<file path="src/rtl/pll_phase_ctrl_if.sv">
// Host command channel for the PLL phase sequencer.
//   cmd_valid/cmd_ready : request handshake, transfer when both high
//   cmd_sel/dir/steps   : channel, direction (1 = advance) and step count
//   cmd_done/cmd_err    : one-cycle completion pulse, err = aborted on lock loss
interface pll_phase_ctrl_if;
   logic       cmd_valid;
   logic       cmd_ready;
   logic [1:0] cmd_sel;
   logic       cmd_dir;
   logic [7:0] cmd_steps;
   logic       cmd_done;
   logic       cmd_err;

   modport master (
      output cmd_valid, cmd_sel, cmd_dir, cmd_steps,
      input  cmd_ready, cmd_done, cmd_err
   );

   modport slave (
      input  cmd_valid, cmd_sel, cmd_dir, cmd_steps,
      output cmd_ready, cmd_done, cmd_err
   );
endinterface

</file>
<file path="src/rtl/pll_phase_ctrl.sv">
// ECP5 EHXPLLL reset / dynamic-phase sequencer, clocked from the stable
// reference clock. Releases the PLL from reset, waits for lock (with retry),
// then executes host step commands as timed PHASESTEP pulses while tracking
// the phase position of each of the four outputs.
//   clk, reset        : reference clock, synchronous active-high reset
//   pll_locked        : raw PLL LOCK (asynchronous)
//   pll_rst, phasesel, phasedir, phasestep_n, phaseloadreg_n : PLL pins
//   cmd               : host command channel (slave side)
//   pos_sel / pos_out : combinational position readback
//   ready, lost_lock, retries : status
//
// state       | meaning
// ------------+-----------------------------------------------------------
// S_RESET_PLL | pll_rst held high, counting RST_CYCLES
// S_WAIT_LOCK | waiting for synchronized lock, LOCK_TIMEOUT cycle budget
// S_IDLE      | locked, accepting commands
// S_SETUP     | PHASESEL/PHASEDIR settling before the first pulse
// S_PULSE     | phasestep_n low for PULSE_CYCLES
// S_GAP       | phasestep_n high for GAP_CYCLES after each pulse
module pll_phase_ctrl #(
   parameter int RST_CYCLES   = 16,
   parameter int LOCK_TIMEOUT = 65535,
   parameter int SETUP_CYCLES = 2,
   parameter int PULSE_CYCLES = 4,
   parameter int GAP_CYCLES   = 4,
   parameter int PHASE_MOD    = 48
) (
   input  logic       clk,
   input  logic       reset,
   input  logic       pll_locked,
   output logic       pll_rst,
   output logic [1:0] phasesel,
   output logic       phasedir,
   output logic       phasestep_n,
   output logic       phaseloadreg_n,
   pll_phase_ctrl_if.slave cmd,
   input  logic [1:0] pos_sel,
   output logic [7:0] pos_out,
   output logic       ready,
   output logic       lost_lock,
   output logic [7:0] retries
);

   function automatic int imax(input int a, input int b);
      return (a > b) ? a : b;
   endfunction

   localparam int CMAX = imax(imax(imax(LOCK_TIMEOUT, RST_CYCLES), SETUP_CYCLES),
                              imax(PULSE_CYCLES, GAP_CYCLES));
   localparam int CW = $clog2(CMAX + 1);
   localparam int PW = $clog2(PHASE_MOD);

   // down-counter reload values; every timed state ends when the count hits 0
   localparam logic [CW-1:0] RST_LOAD   = CW'(RST_CYCLES - 1);
   localparam logic [CW-1:0] LOCK_LOAD  = CW'(LOCK_TIMEOUT - 1);
   localparam logic [CW-1:0] SETUP_LOAD = CW'(SETUP_CYCLES - 1);
   localparam logic [CW-1:0] PULSE_LOAD = CW'(PULSE_CYCLES - 1);
   localparam logic [CW-1:0] GAP_LOAD   = CW'(GAP_CYCLES - 1);
   localparam logic [PW-1:0] POS_MAX    = PW'(PHASE_MOD - 1);

   typedef enum logic [2:0] {
      S_RESET_PLL, S_WAIT_LOCK, S_IDLE, S_SETUP, S_PULSE, S_GAP
   } state_t;

   state_t          state_q, state_d;
   logic [CW-1:0]   cnt_q, cnt_d;
   logic [7:0]      steps_q, steps_d;
   logic [1:0]      sel_q;
   logic            dir_q;
   logic            done_q, done_d;
   logic            lk_meta, lk;
   logic [PW-1:0]   pos_q [4];
   logic [PW-1:0]   pos_cur, pos_next;
   logic            cnt_zero;
   logic            accept, step_now, lock_drop, timeout, abort;

   assign cnt_zero = (cnt_q == '0);

   always_comb begin
      state_d   = state_q;
      cnt_d     = cnt_q;
      steps_d   = steps_q;
      done_d    = 1'b0;
      accept    = 1'b0;
      step_now  = 1'b0;
      lock_drop = 1'b0;
      timeout   = 1'b0;
      case (state_q)
         S_RESET_PLL: begin
            if (cnt_zero) begin
               state_d = S_WAIT_LOCK;
               cnt_d   = LOCK_LOAD;
            end else begin
               cnt_d = cnt_q - CW'(1);
            end
         end
         S_WAIT_LOCK: begin
            if (lk) begin
               state_d = S_IDLE;
            end else if (cnt_zero) begin
               state_d = S_RESET_PLL;
               cnt_d   = RST_LOAD;
               timeout = 1'b1;
            end else begin
               cnt_d = cnt_q - CW'(1);
            end
         end
         S_IDLE: begin
            if (!lk) begin
               lock_drop = 1'b1;
            end else if (cmd.cmd_valid) begin
               accept  = 1'b1;
               steps_d = cmd.cmd_steps;
               if (cmd.cmd_steps == 8'd0) begin
                  done_d = 1'b1;
               end else begin
                  state_d = S_SETUP;
                  cnt_d   = SETUP_LOAD;
               end
            end
         end
         S_SETUP: begin
            if (!lk) begin
               lock_drop = 1'b1;
            end else if (cnt_zero) begin
               state_d = S_PULSE;
               cnt_d   = PULSE_LOAD;
            end else begin
               cnt_d = cnt_q - CW'(1);
            end
         end
         S_PULSE: begin
            if (!lk) begin
               lock_drop = 1'b1;
            end else if (cnt_zero) begin
               state_d  = S_GAP;
               cnt_d    = GAP_LOAD;
               step_now = 1'b1;
               steps_d  = steps_q - 8'd1;
            end else begin
               cnt_d = cnt_q - CW'(1);
            end
         end
         S_GAP: begin
            if (!lk) begin
               lock_drop = 1'b1;
            end else if (cnt_zero) begin
               if (steps_q != 8'd0) begin
                  state_d = S_PULSE;
                  cnt_d   = PULSE_LOAD;
               end else begin
                  state_d = S_IDLE;
                  done_d  = 1'b1;
               end
            end else begin
               cnt_d = cnt_q - CW'(1);
            end
         end
         default: begin
            state_d = S_RESET_PLL;
            cnt_d   = RST_LOAD;
         end
      endcase
      if (lock_drop) begin
         state_d = S_RESET_PLL;
         cnt_d   = RST_LOAD;
      end
   end

   assign pos_cur  = pos_q[sel_q];
   assign pos_next = dir_q ? ((pos_cur == POS_MAX) ? '0 : pos_cur + PW'(1))
                           : ((pos_cur == '0) ? POS_MAX : pos_cur - PW'(1));

   always_ff @(posedge clk) begin
      if (reset) begin
         state_q   <= S_RESET_PLL;
         cnt_q     <= RST_LOAD;
         steps_q   <= '0;
         sel_q     <= '0;
         dir_q     <= 1'b0;
         done_q    <= 1'b0;
         lk_meta   <= 1'b0;
         lk        <= 1'b0;
         lost_lock <= 1'b0;
         retries   <= '0;
         for (int i = 0; i < 4; i++) pos_q[i] <= '0;
      end else begin
         state_q <= state_d;
         cnt_q   <= cnt_d;
         steps_q <= steps_d;
         done_q  <= done_d;
         lk_meta <= pll_locked;
         lk      <= lk_meta;
         if (accept) begin
            sel_q <= cmd.cmd_sel;
            dir_q <= cmd.cmd_dir;
         end
         if (timeout && retries != 8'hFF) retries <= retries + 8'd1;
         // a relocked PLL comes back at its static phase, so positions restart
         if (lock_drop) begin
            lost_lock <= 1'b1;
            for (int i = 0; i < 4; i++) pos_q[i] <= '0;
         end else if (step_now) begin
            pos_q[sel_q] <= pos_next;
         end
      end
   end

   // abort completion is reported in the cycle the loss is seen, not a cycle later
   assign abort = lock_drop && (state_q != S_IDLE);

   assign pll_rst        = (state_q == S_RESET_PLL);
   assign phasesel       = sel_q;
   assign phasedir       = dir_q;
   assign phasestep_n    = !((state_q == S_PULSE) && lk);
   assign phaseloadreg_n = 1'b1;
   assign ready          = (state_q == S_IDLE) && lk;
   assign cmd.cmd_ready  = (state_q == S_IDLE) && lk;
   assign cmd.cmd_done   = done_q || abort;
   assign cmd.cmd_err    = abort;
   assign pos_out        = 8'(pos_q[pos_sel]);

endmodule

</file>
<file path="src/flat_wrapper.sv">
// flat-port wrapper written by rule: the top's interface ports become plain ports
module pll_phase_ctrl_flat 
#(
   parameter int RST_CYCLES   = 16,
   parameter int LOCK_TIMEOUT = 65535,
   parameter int SETUP_CYCLES = 2,
   parameter int PULSE_CYCLES = 4,
   parameter int GAP_CYCLES   = 4,
   parameter int PHASE_MOD    = 48
)
  (clk, reset, pll_locked, pll_rst, phasesel, phasedir, phasestep_n, phaseloadreg_n, pos_sel, pos_out, ready, lost_lock, retries, cmd_cmd_valid, cmd_cmd_sel, cmd_cmd_dir, cmd_cmd_steps, cmd_cmd_ready, cmd_cmd_done, cmd_cmd_err);
  pll_phase_ctrl_if cmd_i ();
  input  logic clk;
  input  logic reset;
  input  logic pll_locked;
  output logic pll_rst;
  output logic [1:0] phasesel;
  output logic phasedir;
  output logic phasestep_n;
  output logic phaseloadreg_n;
  input  logic [1:0] pos_sel;
  output logic [7:0] pos_out;
  output logic ready;
  output logic lost_lock;
  output logic [7:0] retries;
  input wire logic [$bits(cmd_i.cmd_valid)-1:0] cmd_cmd_valid;
  input wire logic [$bits(cmd_i.cmd_sel)-1:0] cmd_cmd_sel;
  input wire logic [$bits(cmd_i.cmd_dir)-1:0] cmd_cmd_dir;
  input wire logic [$bits(cmd_i.cmd_steps)-1:0] cmd_cmd_steps;
  output wire logic [$bits(cmd_i.cmd_ready)-1:0] cmd_cmd_ready;
  output wire logic [$bits(cmd_i.cmd_done)-1:0] cmd_cmd_done;
  output wire logic [$bits(cmd_i.cmd_err)-1:0] cmd_cmd_err;
  assign cmd_i.cmd_valid = cmd_cmd_valid;
  assign cmd_i.cmd_sel = cmd_cmd_sel;
  assign cmd_i.cmd_dir = cmd_cmd_dir;
  assign cmd_i.cmd_steps = cmd_cmd_steps;
  assign cmd_cmd_ready = cmd_i.cmd_ready;
  assign cmd_cmd_done = cmd_i.cmd_done;
  assign cmd_cmd_err = cmd_i.cmd_err;
  pll_phase_ctrl #(.RST_CYCLES(RST_CYCLES), .LOCK_TIMEOUT(LOCK_TIMEOUT), .SETUP_CYCLES(SETUP_CYCLES), .PULSE_CYCLES(PULSE_CYCLES), .GAP_CYCLES(GAP_CYCLES), .PHASE_MOD(PHASE_MOD)) u_core (.clk(clk), .reset(reset), .pll_locked(pll_locked), .pll_rst(pll_rst), .phasesel(phasesel), .phasedir(phasedir), .phasestep_n(phasestep_n), .phaseloadreg_n(phaseloadreg_n), .cmd(cmd_i), .pos_sel(pos_sel), .pos_out(pos_out), .ready(ready), .lost_lock(lost_lock), .retries(retries));
endmodule
</file>
<file path="config.mk">
export PLATFORM = sky130hd
export DESIGN_NAME = pll_phase_ctrl_flat
export DESIGN_NICKNAME = d
export VERILOG_FILES = /design/src/rtl/pll_phase_ctrl_if.sv /design/src/rtl/pll_phase_ctrl.sv /design/src/flat_wrapper.sv
export SDC_FILE = /design/constraint.sdc
export NUM_CORES = 1
export LEC_CHECK = 0
export BUFFER_PORTS_ARGS = -buffer_cell sky130_fd_sc_hd__buf_2
export CAP_MARGIN = 0
export CORE_MARGIN = 3
export CORE_UTILIZATION = 50
export DETAILED_ROUTE_END_ITERATION = 8
export PLACE_DENSITY = 0.77
export SYNTH_ARGS = -nofsm -noshare
export SYNTH_HDL_FRONTEND = slang
export SYNTH_SLANG_ARGS = --single-unit
</file>
<file path="constraint.sdc">
create_clock -name clk -period 3.5 [get_ports clk]
set_clock_uncertainty 0.1 [all_clocks]
set_input_delay 0.35 -clock clk [delete_from_list [all_inputs] [get_ports clk]]
set_output_delay 0.35 -clock clk [all_outputs]
set_load 0.02 [all_outputs]
</file>
* Word level (Yosys, flattened, before mapping)
Memories as Yosys holds them, arrays and structs flattened. A register that Yosys moved wholly into a read port is not among the register bits.
Index checks and enable logic that the tools add are counted.
** Operators by class
- Add/sub/neg operators :: 5
- $mul :: 0
- Div/mod/pow operators :: 0
- Order comparisons :: 0
- Eq/ne operators :: 22
- Shift operators :: 0
- Mux-type cells :: 69
- Bitwise logic cells :: 4
- Reduce and logical (&&, ||, !) cells :: 19
** Operators with widths (count)
- two-way mux 16 bit :: 11
- one-hot mux 16 bit (5 select lines) :: 1
- two-way mux 6 bit :: 8
- two-way mux 3 bit :: 13
- two-way mux 8 bit :: 4
- two-way mux 1 bit :: 26
- != test 2 x 1 -> 1 bit, second input constant :: 9
- one-hot mux 3 bit (6 select lines) :: 1
- logical NOT 16 bit :: 1
- one-hot mux 8 bit (2 select lines) :: 1
- subtractor 16 x 1 -> 16 bit, second input constant :: 1
- AND reduction 11 bit :: 1
- adder 8 x 1 -> 8 bit, second input constant :: 1
- logical NOT 8 bit :: 1
- != test 8 bit, second input constant :: 1
- nonzero test 8 bit :: 1
- subtractor 8 x 1 -> 8 bit, second input constant :: 1
- AND reduction 7 bit :: 1
- adder 6 x 1 -> 6 bit, second input constant :: 1
- equality test 3 x 2 -> 1 bit, second input constant :: 2
- equality test 3 bit, second input constant :: 2
- equality test 6 bit, second input constant :: 1
- logical NOT 6 bit :: 1
- two-way mux 2 bit :: 3
- 17 further kinds :: 26
** Storage, ports and cells
- Register bits :: 42
- Latch bits :: 0
- Bits in writable memories :: 24
- Memory bits (read-only) :: 0
- Input bits :: 17
- Word-level logic and storage cells :: 130
- Memories :: 1
** Memories
- u_core.pos_q :: words 4, bits a word 6, rd ports 2, clocked after memory_dff 1, wr ports 4, RTL line pll_phase_ctrl.sv:72 : logic [PW-1:0] pos_q [4];

* Depth between registers and ports, before layout
- Word-level depth :: 10
- Mapped depth :: 10

* Worst setup path after synthesis
No wires, ideal clock.
- Path type :: reg2reg
- From :: register u_core.cnt_q[0]
- To :: memory u_core.pos_q[0][0] (netlist bit), enable pin
- Setup time :: 318 ps
- Data arrival time :: 2066 ps
- Slack :: 1016 ps
- Stages on the path, launching flop included :: 9
- Clock period less this slack :: 2484 ps
- Cells stage by stage :: dfxtp_1 > inv_1 > ha_1 > nor4b_2 > nand4_1 > or4_1 > or3_1 > buf_6 > nand2_1
** RTL lines
- start, declared :: RTL line pll_phase_ctrl.sv:66 : logic [CW-1:0] cnt_q, cnt_d;
- start signal, assigned :: RTL line pll_phase_ctrl.sv:189 : cnt_q <= cnt_d;
- end, declared :: RTL line pll_phase_ctrl.sv:72

==> summary.txt <==
Final layout
  • FF/Latch Area: 1600 µm²
  • Fraction of layout cells with a size suffix above 1: 0.191
  • Post-route insts no fill: ~580
  • Ant. Diodes: 0
  • FILL cells: around 650
  • Area grow syn2layout: 10.7%
  • Multi-input gate area: 2220 µm²
  • Layout Nets: ~490
  • Post-Route Utilization: 0.590

Clock tree
  • TritonCTS clock tree: built
  • Clock root cell: clkbuf_8
  • Post-CTS Setup Bufs: 0
  • CTS sink cnt: just under 70
  • # resized after CTS: 0
  • Maximum root-to-sink buffer count: 2
  • TritonCTS Buffers: 9
  • Clock-pin transition on the worst setup and hold timing paths: about 70 ps
  • Worst skew pair latency: 340 ps
  • Hold-fix buffer count after cts: 0
  • H-Tree Depth: 3

Floorplan
  • Effective utilization at floorplan: 0.533
  • Chip Width: 95.4 µm
  • Die span in y: about 95 µm
  • Die area: about 9100 µm²
  • Core area: about 7500 µm²
  • FP Rows: 31
  • I/O pin count: 44

STA
  • Max-slew violation count: 0
  • Worst setup margin: roughly 670 ps
  • Hold WS: approximately 130 ps
  • Max Freq: roughly 350 MHz
  • Relative slew slack: 0.489
  • Least-Margin Pin Slew: ~760 ps
  • Final Cycle Share: 0.809
  • Period minus WS final: 2830 ps
  • Endpoints failing setup: 0
  • Final TNS setup: 0 ps
  • Fin. Hold Viols: 0
  • RSZ-0062 raised after global routing: no

Global route
  • First-pass GRT wire length: about 16000 µm
  • Initial antenna violation count: 0
  • Largest net degree at the start of global routing: 28
  • Met3 GRT Util: 0.0639
  • Met2 global-route usage: 0.365
  • Most Used Layer, Global Route: met2
  • Gr usage total: 0.224
  • Remaining global-route overflow: 0
  • GR Util met1: 0.274
  • Vias in the first global route: 3293

Placed design
  • Pre-CTS WS: between 700 and 800 ps
  • Port bufs: 40
  • HPWL Detailed: 7110 µm
  • Dpl cells: between 500 and 600
  • Final GP Congestion: roughly 0.93

Worst setup path
  • Critical path class: flop to flop
  • CP Data Arrival Time: roughly 2800 ps
  • CP Capture Type: flop
  • CP max FO: 17
  • Critical path launch point type: flop
  • WP data required: roughly 3400 ps
  • Worst setup path start: u_core.state_q[1]$_SDFFE_PP0P_
  • Worst R2R Start: u_core.state_q[1]$_SDFFE_PP0P_

Detailed routing
  • WL final: approximately 9600 µm
  • DR vias: between 3000 and 4000
  • Iteration count of the initial detailed-routing pass: 6
  • DR WL/cell: around 17 µm
  • DRT antenna net count: 0
  • DR DRC count: 0
  • 1st-iter DRT viols: 200
  • Vias per Instance: ~6

Logic synthesis
  • Post-Synth Simple-Gate Area: 0.270
  • Adder-Cell Fraction of Synth Area: 0.0188
  • Synthesized area per cell: ~9.0 µm²
  • Synth cell types: 67
  • Synth cell count leaders: 56 x nor2_1, 44 x dfxtp_1, 42 x nand2_1
  • Synth top area cells: dfxtp_1 22%, edfxtp_1 18%, mux4_2 6.8%
  • Count leader, synth: nor2_1
  • FFs w/ async S/R, synth: 0
  • Post-synthesis xor/xnor area fraction: 0.0263
  • Compound-Gate Fraction of Synth Area: 0.151
  • Warnings, synthesis: 0
  • Top FF cell, synth: dfxtp_1
  • Cell area after synthesis: 3990 µm²
  • Post-synth EDFFs: 24
  • Seq/Total Area, Yosys: 0.401
  • Synth Instances: ~440
  • Largest family of logic cells by synthesized area: simple AND/OR/NAND/NOR gates
  • Mux contribution to synthesized area: 0.0881
  • Leading area contributor after synthesis: dfxtp_1
  • Area share of the largest cell type after synthesis: 0.221
  • Synth Register Bits: 68

Outcome
  • Outcome: completed

Pwr
  • P_leak: approximately 1.7 nW
  • Worst VDD drop: between 0.5 and 0.6 mV
  • Pwr/cell area: 371 nW/µm²

Min path
  • Worst hold-check path type: input pin to flop
  • Hold Startpoint: pll_locked

Flow run
  • Max_cap viols: 0
## cells by family (layout without fill, tap and decap cells)
kind of cell / after synthesis / in the layout
fa+ha+maj: 6 / 6
simple gates: 201 / 201
flops: 68 / 68
mux: 20 / 20
other cells: 2 / 3
buf+inv: 37 / 70
xor+xnor: 12 / 12
compound gates: 96 / 96
## per-stage QoR
step                      power [W]  area, µm²
after floorplan            0.000938       4000
after global placement     0.000972       4210
after detailed placement   0.000976       4210
after CTS                   0.00165       4420
after global routing        0.00169       4420
final                       0.00164       4420
## routing by layer
metal,vias to the layer above,wire length (µm)
met1,1596,3960
li1,1692,-
met3,30,746
met2,169,4570
met5,-,0
met4,0,282
## final cells by class
type                            instances  share of cell area
Tap cell                               99              0.0280
Sequential cell                        68               0.362
Multi-Input combinational cell        338               0.503
Timing Repair Buffer                   43              0.0504
Clock inverter                          6              0.0178
Clock buffer                           10              0.0289
Inverter                               11             0.00934
## worst max-delay path: stages (launching register included)
cell,delay (ps)
dfxtp_1,470
nand2b_1,280
or2_1,400
or4_1,540
or3_1,470
nand2_1,260
## flip-flops by register name, indices dropped and copies added, names as in the netlist, named ones only
name / cells
u_core.pos_q: 24
u_core.cnt_q: 16
u_core.retries: 8
u_core.steps_q: 8
u_core.state_q: 3
u_core.phasesel: 2
u_core.done_q: 1
u_core.lk: 1
u_core.lk_meta: 1
u_core.lost_lock: 1
u_core.phasedir: 1
## path summary, 6_finish.rpt
| kind | endpoint | slack, ps | cells past startpoint |
|---|---|---|---|
| min | u_core.lk_meta$_SDFF_PP0_ | 130 | 2 |
| min reg2reg | u_core.lk$_SDFF_PP0_ | 340 | 1 |
| max reg2reg | u_core.pos_q[0][3]$_SDFFCE_PN0P_ | 670 | 5 |
| max | u_core.pos_q[0][3]$_SDFFCE_PN0P_ | 670 | 5 |
## placed cells by master, fill, tap and decap left out, types with 5 or more instances in the layout
master	synthesis	layout
nor2_1	56	56
dfxtp_1	44	44
nand2_1	42	42
buf_2	8	40
a21oi_1	34	34
edfxtp_1	24	24
nor3_1	22	22
o21ai_0	16	16
mux4_2	12	12
inv_1	11	11
nand3_1	11	11
nor4_1	9	9
clkbuf_8	0	9
a31oi_1	8	8
xor2_1	7	7
mux2i_1	7	7
or3_1	6	6
nor2b_1	6	6
ha_1	6	6
nand2b_1	5	5
nand4_1	5	5
xnor2_1	5	5
a211oi_1	5	5
nor2_2	5	5
## power breakdown
part / internal [W] / total, W / switching [W] / leakage, nW
Sequential: 0.000833 / 0.000847 / 0.0000140 / 0.590
Combinational: 0.0000452 / 0.000112 / 0.0000668 / 0.955
Clock: 0.000395 / 0.000680 / 0.000285 / 0.107
Power figures use the tool's default switching activity.
